`src/rtl/instr_decode_stage_pkg.sv`:
```
// Shared MIPS encoding constants and one-hot bit indices for the decode stage
// and the controller that consumes its one-hot vector.
package instr_decode_stage_pkg;

  // Primary opcodes (instr[31:26])
  localparam logic [5:0] OP_RTYPE = 6'h00;
  localparam logic [5:0] OP_J     = 6'h02;
  localparam logic [5:0] OP_JAL   = 6'h03;
  localparam logic [5:0] OP_BEQ   = 6'h04;
  localparam logic [5:0] OP_BNE   = 6'h05;
  localparam logic [5:0] OP_ADDI  = 6'h08;
  localparam logic [5:0] OP_ADDIU = 6'h09;
  localparam logic [5:0] OP_SLTI  = 6'h0A;
  localparam logic [5:0] OP_SLTIU = 6'h0B;
  localparam logic [5:0] OP_ANDI  = 6'h0C;
  localparam logic [5:0] OP_ORI   = 6'h0D;
  localparam logic [5:0] OP_XORI  = 6'h0E;
  localparam logic [5:0] OP_LUI   = 6'h0F;
  localparam logic [5:0] OP_LW    = 6'h23;
  localparam logic [5:0] OP_SW    = 6'h2B;

  // R-type function codes (instr[5:0])
  localparam logic [5:0] FN_SLL  = 6'h00;
  localparam logic [5:0] FN_SRL  = 6'h02;
  localparam logic [5:0] FN_SRA  = 6'h03;
  localparam logic [5:0] FN_SLLV = 6'h04;
  localparam logic [5:0] FN_SRLV = 6'h06;
  localparam logic [5:0] FN_SRAV = 6'h07;
  localparam logic [5:0] FN_JR   = 6'h08;
  localparam logic [5:0] FN_ADD  = 6'h20;
  localparam logic [5:0] FN_ADDU = 6'h21;
  localparam logic [5:0] FN_SUB  = 6'h22;
  localparam logic [5:0] FN_SUBU = 6'h23;
  localparam logic [5:0] FN_AND  = 6'h24;
  localparam logic [5:0] FN_OR   = 6'h25;
  localparam logic [5:0] FN_XOR  = 6'h26;
  localparam logic [5:0] FN_NOR  = 6'h27;
  localparam logic [5:0] FN_SLT  = 6'h2A;
  localparam logic [5:0] FN_SLTU = 6'h2B;

  // One-hot bit positions; bit 31 is never set
  localparam int IDX_ADD   = 0;
  localparam int IDX_ADDU  = 1;
  localparam int IDX_SUB   = 2;
  localparam int IDX_SUBU  = 3;
  localparam int IDX_AND   = 4;
  localparam int IDX_OR    = 5;
  localparam int IDX_XOR   = 6;
  localparam int IDX_NOR   = 7;
  localparam int IDX_SLT   = 8;
  localparam int IDX_SLTU  = 9;
  localparam int IDX_SLL   = 10;
  localparam int IDX_SRL   = 11;
  localparam int IDX_SRA   = 12;
  localparam int IDX_SLLV  = 13;
  localparam int IDX_SRLV  = 14;
  localparam int IDX_SRAV  = 15;
  localparam int IDX_JR    = 16;
  localparam int IDX_ADDI  = 17;
  localparam int IDX_ADDIU = 18;
  localparam int IDX_ANDI  = 19;
  localparam int IDX_ORI   = 20;
  localparam int IDX_XORI  = 21;
  localparam int IDX_LW    = 22;
  localparam int IDX_SW    = 23;
  localparam int IDX_BEQ   = 24;
  localparam int IDX_BNE   = 25;
  localparam int IDX_SLTI  = 26;
  localparam int IDX_SLTIU = 27;
  localparam int IDX_LUI   = 28;
  localparam int IDX_J     = 29;
  localparam int IDX_JAL   = 30;

  function automatic logic [31:0] onehot_bit(input int idx);
    logic [31:0] v;
    v = '0;
    v[idx] = 1'b1;
    return v;
  endfunction

endpackage

```
`src/rtl/instr_decode_stage_onehot_dec.sv`:
```
// Combinational MIPS decoder: op/funct -> one-hot instruction vector plus
// an illegal flag when nothing matches. Other instruction fields are ignored.
module instr_onehot_dec
  import instr_decode_stage_pkg::*;
(
  input  logic [31:0] instr,
  output logic [31:0] onehot,
  output logic        illegal
);

  logic [5:0] op;
  logic [5:0] funct;

  assign op    = instr[31:26];
  assign funct = instr[5:0];

  always_comb begin
    onehot = '0;
    case (op)
      OP_RTYPE: begin
        case (funct)
          FN_ADD:  onehot = onehot_bit(IDX_ADD);
          FN_ADDU: onehot = onehot_bit(IDX_ADDU);
          FN_SUB:  onehot = onehot_bit(IDX_SUB);
          FN_SUBU: onehot = onehot_bit(IDX_SUBU);
          FN_AND:  onehot = onehot_bit(IDX_AND);
          FN_OR:   onehot = onehot_bit(IDX_OR);
          FN_XOR:  onehot = onehot_bit(IDX_XOR);
          FN_NOR:  onehot = onehot_bit(IDX_NOR);
          FN_SLT:  onehot = onehot_bit(IDX_SLT);
          FN_SLTU: onehot = onehot_bit(IDX_SLTU);
          FN_SLL:  onehot = onehot_bit(IDX_SLL);
          FN_SRL:  onehot = onehot_bit(IDX_SRL);
          FN_SRA:  onehot = onehot_bit(IDX_SRA);
          FN_SLLV: onehot = onehot_bit(IDX_SLLV);
          FN_SRLV: onehot = onehot_bit(IDX_SRLV);
          FN_SRAV: onehot = onehot_bit(IDX_SRAV);
          FN_JR:   onehot = onehot_bit(IDX_JR);
          default: onehot = '0;
        endcase
      end
      OP_ADDI:  onehot = onehot_bit(IDX_ADDI);
      OP_ADDIU: onehot = onehot_bit(IDX_ADDIU);
      OP_ANDI:  onehot = onehot_bit(IDX_ANDI);
      OP_ORI:   onehot = onehot_bit(IDX_ORI);
      OP_XORI:  onehot = onehot_bit(IDX_XORI);
      OP_LW:    onehot = onehot_bit(IDX_LW);
      OP_SW:    onehot = onehot_bit(IDX_SW);
      OP_BEQ:   onehot = onehot_bit(IDX_BEQ);
      OP_BNE:   onehot = onehot_bit(IDX_BNE);
      OP_SLTI:  onehot = onehot_bit(IDX_SLTI);
      OP_SLTIU: onehot = onehot_bit(IDX_SLTIU);
      OP_LUI:   onehot = onehot_bit(IDX_LUI);
      OP_J:     onehot = onehot_bit(IDX_J);
      OP_JAL:   onehot = onehot_bit(IDX_JAL);
      default:  onehot = '0;
    endcase
  end

  assign illegal = (onehot == '0);

endmodule

```
`src/rtl/instr_decode_stage.sv`:
```
// Registered decode stage: decode on the input side, then an output register
// backed by a single skid register so fetch sees a registered in_ready.
module instr_decode_stage
  import instr_decode_stage_pkg::*;
#(
  parameter int CNT_W = 8,
  parameter int PC_W  = 32
) (
  input  logic             clk,
  input  logic             rst_n,
  input  logic             flush,
  input  logic             in_valid,
  output logic             in_ready,
  input  logic [31:0]      in_instr,
  input  logic [PC_W-1:0]  in_pc,
  output logic             out_valid,
  input  logic             out_ready,
  output logic [31:0]      out_onehot,
  output logic [31:0]      out_instr,
  output logic [PC_W-1:0]  out_pc,
  output logic             out_illegal,
  output logic [CNT_W-1:0] illegal_cnt
);

  // Handshake: a transfer happens on a rising edge where valid and ready are
  // both high; valid and its data stay stable until that transfer, and ready
  // never depends combinationally on valid of the same interface.

  logic [31:0]     dec_onehot;
  logic            dec_illegal;

  logic            skid_valid;
  logic [31:0]     skid_onehot;
  logic [31:0]     skid_instr;
  logic [PC_W-1:0] skid_pc;
  logic            skid_illegal;

  logic            accept;
  logic            out_free;

  instr_onehot_dec u_dec (
    .instr   (in_instr),
    .onehot  (dec_onehot),
    .illegal (dec_illegal)
  );

  assign in_ready = ~skid_valid;
  assign accept   = in_valid & in_ready;
  assign out_free = ~out_valid | out_ready;

  always_ff @(posedge clk or negedge rst_n) begin
    if (!rst_n) begin
      out_valid    <= 1'b0;
      out_onehot   <= '0;
      out_instr    <= '0;
      out_pc       <= '0;
      out_illegal  <= 1'b0;
      skid_valid   <= 1'b0;
      skid_onehot  <= '0;
      skid_instr   <= '0;
      skid_pc      <= '0;
      skid_illegal <= 1'b0;
    end else if (flush) begin
      // Data registers keep their contents; only the valid bits drop.
      out_valid  <= 1'b0;
      skid_valid <= 1'b0;
    end else if (skid_valid) begin
      // in_ready is low here, so only a drain into the output can happen.
      if (out_ready) begin
        out_onehot  <= skid_onehot;
        out_instr   <= skid_instr;
        out_pc      <= skid_pc;
        out_illegal <= skid_illegal;
        skid_valid  <= 1'b0;
      end
    end else if (accept) begin
      if (out_free) begin
        out_valid   <= 1'b1;
        out_onehot  <= dec_onehot;
        out_instr   <= in_instr;
        out_pc      <= in_pc;
        out_illegal <= dec_illegal;
      end else begin
        skid_valid   <= 1'b1;
        skid_onehot  <= dec_onehot;
        skid_instr   <= in_instr;
        skid_pc      <= in_pc;
        skid_illegal <= dec_illegal;
      end
    end else if (out_ready) begin
      out_valid <= 1'b0;
    end
  end

  always_ff @(posedge clk or negedge rst_n) begin
    if (!rst_n) begin
      illegal_cnt <= '0;
    end else if (accept && !flush && dec_illegal && (illegal_cnt != {CNT_W{1'b1}})) begin
      illegal_cnt <= illegal_cnt + 1'b1;
    end
  end

endmodule
```
`config.mk`:
```
export PLATFORM = sky130hd
export DESIGN_NAME = instr_decode_stage
export DESIGN_NICKNAME = d
export VERILOG_FILES = /design/src/rtl/instr_decode_stage_pkg.sv /design/src/rtl/instr_decode_stage_onehot_dec.sv /design/src/rtl/instr_decode_stage.sv
export SDC_FILE = /design/constraint.sdc
export NUM_CORES = 1
export LEC_CHECK = 0
export CORE_MARGIN = 1
export CORE_UTILIZATION = 40
export CTS_BUF_LIST = sky130_fd_sc_hd__clkbuf_16
export DETAILED_ROUTE_END_ITERATION = 10
export DONT_BUFFER_PORTS = 1
export SETUP_SLACK_MARGIN = 0.2
export SLEW_MARGIN = 10
export SYNTH_ARGS = -nofsm -noshare
export SYNTH_HDL_FRONTEND = slang
export SYNTH_SLANG_ARGS = --single-unit
export TNS_END_PERCENT = 30
```
`constraint.sdc`:
```
create_clock -name clk -period 4.2 [get_ports clk]
set_input_delay 0.42 -clock clk [delete_from_list [all_inputs] [get_ports clk]]
set_output_delay 0.42 -clock clk [all_outputs]
set_load 0.02 [all_outputs]
```
# Word level (Yosys, flattened, before mapping)
# Memories as Yosys holds them, arrays and structs flattened.
# Cells that the tools add are included.
# classes
n_addsub	1
eq_ne	18
mux	27
bitwise_logic	6
n_reduce_logical	12
# op_table
operator	count
$pmux 32 s15	1
$mux 32	12
$eq 6x4->1 const B	8
$logic_not 32->1	1
$mux 1	14
$eq 6x2->1 const B	2
$eq 6x3->1 const B	2
$eq 6x6->1 const B	2
$add 8x1->8 const B	1
$ne 8x8->1 const B	1
$reduce_and 4->1	2
$logic_not 6->1	1
$ne 2x2->1 const B	2
$not 1->1	4
$reduce_bool 2->1	2
$logic_and 1x1->1	3
$ne 3x2->1 const B	1
$reduce_and 3->1	1
$reduce_bool 3->1	1
$and 1x1->1	1
$logic_not 1->1	1
$or 1x1->1	1
# word_totals
regBits	204
romBits	1088
in_bits	69
output_inout_bits	107
wordCells	76
memories	1
# memory_table
name	words	width	rd	rd_ports_with_merged_regs	wr	line	source
(name not given)	64	17	1	0	0	instr_decode_stage_onehot_dec.sv:21	case (funct)

# Logic depth before layout (Yosys ltp)
# depth
word_depth	6
mapped_depth	8
ltp_nobuf	7

# Hierarchy
# Synthesis repeated with hierarchy kept, for this count alone.
# unflattened
hier_cells	743
area_unflattened_um2	8902.3
# modules_own_cells
module	instances	cells_per_inst	area_per_inst_um2
instr_decode_stage	1	672	8540.7
instr_onehot_dec	1	71	361.6

# Worst setup path before layout
# OpenSTA, ideal clock, no wires.
# synth_path
path_type	in2reg
startpoint	in in_instr[28]
endpoint	reg out_onehot[1]
arrival_time_ps	1985
required_time_ps	4135
setup_slack_ps	2150
path_stages	7
path_cell_list	buf_6 -> or4_4 -> nor4b_4 -> and2_4 -> nand3b_2 -> o211ai_2 -> o21a_1
# synth_between
elab_chain_cells	5
word_cells_on_any_way	19
cone_classes	eq/ne (14); mux (4); reduce/logical (1)
# synth_lines
item	line	source
start, declared	instr_decode_stage.sv:14	input logic [31:0] in_instr,
$eq 6x2->1, or another cell as far along	instr_decode_stage_onehot_dec.sv:19	case (op)
$pmux 32 s15 (*)	instr_decode_stage_onehot_dec.sv:19	
$mux 32 (*)	instr_decode_stage.sv:77	if (out_free) begin
$mux 32 (*)	instr_decode_stage.sv:76	end else if (accept) begin
$mux 32 (*)	instr_decode_stage.sv:67	end else if (skid_valid) begin
end signal, assigned	instr_decode_stage.sv:70	out_onehot <= skid_onehot;
end signal, assigned	instr_decode_stage.sv:79	out_onehot <= dec_onehot;
end, declared	instr_decode_stage.sv:18	output logic [31:0] out_onehot,
# Every way passes the cells marked *; elsewhere a longest branch is shown, timed or not. The select of a mux whose other input is x is not followed.
# A chain may end at the register's enable or synchronous reset.

# Final worst setup path
# layout_path
startpoint	reg skid_valid
endpoint	reg skid_onehot[20]
# layout_between
elab_chain_cells	3
# layout_lines
item	line	source
start, declared	instr_decode_stage.sv:32	logic skid_valid;
start signal, assigned	instr_decode_stage.sv:58	skid_valid <= 1'b0;
start signal, assigned	instr_decode_stage.sv:66	skid_valid <= 1'b0;
start signal, assigned	instr_decode_stage.sv:74	skid_valid <= 1'b0;
$not 1->1 (no source line) (*)	-	
$and 1x1->1	instr_decode_stage.sv:48	assign accept = in_valid & in_ready;
$reduce_and 4->1 (no source line) (*)	-	
end signal, assigned	instr_decode_stage.sv:85	skid_onehot <= dec_onehot;
end, declared	instr_decode_stage.sv:33	logic [31:0] skid_onehot;
# Every way passes the cells marked *; elsewhere a longest branch is shown, timed or not.

==> run_results.csv <==
group,metric,value,unit
status,status,"complete, but fails checks",
status,violations,"negative hold slack",
synth,synth_fp_nets,860,
grt,antenna_found_initial,0,
route,drt_first_pass_iters,4,
place,gp_congestion,0.715,
place,dp_hpwl,11700,um
worst_setup_path,crit_end,"skid_onehot[20]",
worst_setup_path,startpoint_type,"flop",
route,dr.first_iter.drc_count,331,
cells_and_area,diodes,0,
route,antenna_left,0,
synth,yosys_register_bits,202,
sta,finalSetupTns,0,ns
worst_setup_path,required,4.58,ns
die,pin_count,176,
die,coreArea,21200,um^2
synth,ys_top_cells_by_area,"dfrtp_1 (58%), mux2_2 (7.8%), mux2i_1 (7.5%), a21oi_1 (6.3%), nor2_1 (4.4%)",
clock_network,tritoncts,"built",
cells_and_area,fillCellCount,1960,
grt,grt_pass1_wl,29900,um
power,power.density,542,nW/um^2
grt,grt_pass1_vias,5601,
sta,hold_viol_final,202,
clock_network,clk_path_buf_depth,3,
die,die_area,22400,um^2
route,wl_per_cell,17.6,um
worst_setup_path,crit_start,"skid_valid",
grt,grt_max_degree,203,
worst_setup_path,reg2reg_depth,5,
synth,netlist_area,8710,um^2
worst_setup_path,rr_endpoint,"skid_onehot[20]",
clock_network,cts-resized-gates,0,
worst_setup_path,critPathArrivalTime,3.10,ns
synth,yosysWarnings,0,
synth,yosysTopAreaCellShare,58.0,%
power,vdd_ir_drop_max,0.000353,V
clock_network,cts_setup_buffers,0,
route,drcViolationCount,0,
grt,track_usage,16.9,%
power,leakage,3.95,nW
worst_setup_path,regToRegSetupSlack,1.48,ns
worst_setup_path,cp-end-kind,"flop",
worst_hold_path,min_path_type,"in2async",
clock_network,h-tree-depth,1,
cells_and_area,layout_commonest_cell,"dfrtp_1",
sta,drv_slew,0,
sta,finalCritPeriodShare,64.7,%
synth,yosys.area.top_type,"dfrtp_1",
place,port_buffers,0,
cells_and_area,area_growth,11.5,%
die,rows,53,
sta,holdWs,-0.373,ns
cells_and_area,final_cell_mix,"dfrtp_1 (201), a21oi_1 (110), nor2_1 (101)",
cells_and_area,drive_gt1_share,14.6,%
cells_and_area,design_area,9710,um^2
grt,grt.overflow.total,0,
clock_network,cts.sinks,202,
sta,clock.fmax,368,MHz
route,routed_wl,18500,um
sta,period_needed,2.72,ns
sta,fin_skew,0.00849,ns
worst_setup_path,r2r_start,"skid_valid",
die,die_h,150,um
synth,ys_types,48,
synth,yosysSeqAreaShare,58.0,%
synth,yosys_most_used_dff,"dfrtp_1",
sta,finalSetupViolations,0,
synth,async_flop_share,100,%
sta,slew_headroom,35.1,%
synth,synth-edff-count,0,
synth,synth_cells,790,
cells_and_area,nets,838,
route,viasPerCell,5.38,
job,maxCapViolCount,0,
clock_network,numCtsBuffers,23,
worst_setup_path,critical_path_peak_fanout,52,
clock_network,clkTransAtPathRegs,0.06,ns
clock_network,postCtsHoldBufs,4,
route,vias,5673,
die,die_x,150,um
clock_network,clk_latency,0.50,ns
die,initial_utilization,41.2,%
sta,tightest_slew,0.974,ns
worst_setup_path,critical_path_class,"reg2reg",
sta,rsz0062_at_grt,"false",
synth,syn_area_per_cell,11.0,um^2
clock_network,cts_root_buf,"clkbuf_16",
place,placed_area,8900,um^2
-- layer usage --
metal	GRT usage, %	part of all wire, %	vias to the layer above
li1	-	-	2721
met1	22.1	43	2774
met2	26.5	46	156
met3	5.82	9.5	22
met4	4.54	1.4	0
met5	0	0	-
-- worst max-delay path, cell delays in order (launching register included) --
cell	delay [ns]
dfrtp_4	0.78
nand2b_1	0.29
nor2_1	0.21
nand3_4	0.46
buf_4	0.47
o41ai_1	0.36
-- cells by family after synthesis --
kind of cell    Yosys count  share of synthesized area, %
compound gates          175                          11.7
xor+xnor                  6                         0.603
fa+ha+maj                 1                         0.144
buf+inv                  65                          3.02
flops                   202                          58.0
mux                     126                          15.4
other cells               1                        0.0431
simple gates            214                          11.1
-- stage by stage --
step / util (%) / setup slack [ns] / power [mW] / hold WS, ns / instances
final: 45.9 / 1.48 / 5.26 / -0.373 / 1055
after floorplan: - / 2.15 / 3.13 / 0.124 / 790
after global routing: 45.9 / 1.24 / 5.52 / -0.399 / 1055
after detailed placement: 42.1 / 1.42 / 3.26 / 0.132 / 1014
after global placement: 42.1 / 1.45 / 3.23 / 0.132 / 1014
after CTS: 45.9 / 1.40 / 5.34 / -0.399 / 1055
-- report_power, final --
group / switching [mW] / internal, mW
logic: 0.199 / 0.259
clock network: 0.754 / 1.29
registers: 0.470 / 2.29
-- how the worst min path moves through the flow --
stage	end	cells after the start	slack, ns	start
3_5_place_dp	out_onehot[3]	0	0.13	rst_n
5_1_grt	out_instr[24]	0	-0.40	rst_n
2_1_floorplan	illegal_cnt[0]	0	0.12	rst_n
3_3_place_gp	out_instr[24]	0	0.13	rst_n
4_1_cts	illegal_cnt[7]	0	-0.40	rst_n
6_report	out_instr[24]	0	-0.37	rst_n
-- Yosys cell counts (4+ instances only) --
master and instances:
o21a_1 11, buf_2 6, mux2_2 60, o211ai_2 4, xnor2_1 5, clkbuf_1 36
dfrtp_1 202, o211ai_1 6, nand2_1 61, and3_1 4, o41ai_1 6, nor4_1 6
buf_1 14, o31ai_1 11, nor2_1 101, inv_1 7, o21ai_0 21, a21oi_1 110
mux2i_1 65, nand3_1 8, nor3_1 14
-- flip-flops by register name, summed over array words and instances, names as in the netlist, 8 cells and up --
| signal | cells |
|---|---|
| skid_pc | 32 |
| out_pc | 32 |
| skid_instr | 32 |
| illegal_cnt | 8 |
| skid_onehot | 31 |
| out_instr | 32 |
| out_onehot | 31 |
-- area by class of cell --
class,instances,area (um^2),area share (%)
Inverter,7,26.3,0.271
Multi-Input combinational cell,523,3410,35.1
Sequential cell,202,5060,52.1
Clock inverter,14,188,1.93
Clock buffer,23,576,5.93
Tap cell,275,344,3.55
Timing Repair Buffer,11,105,1.08
(Power assumes the default switching activity.)
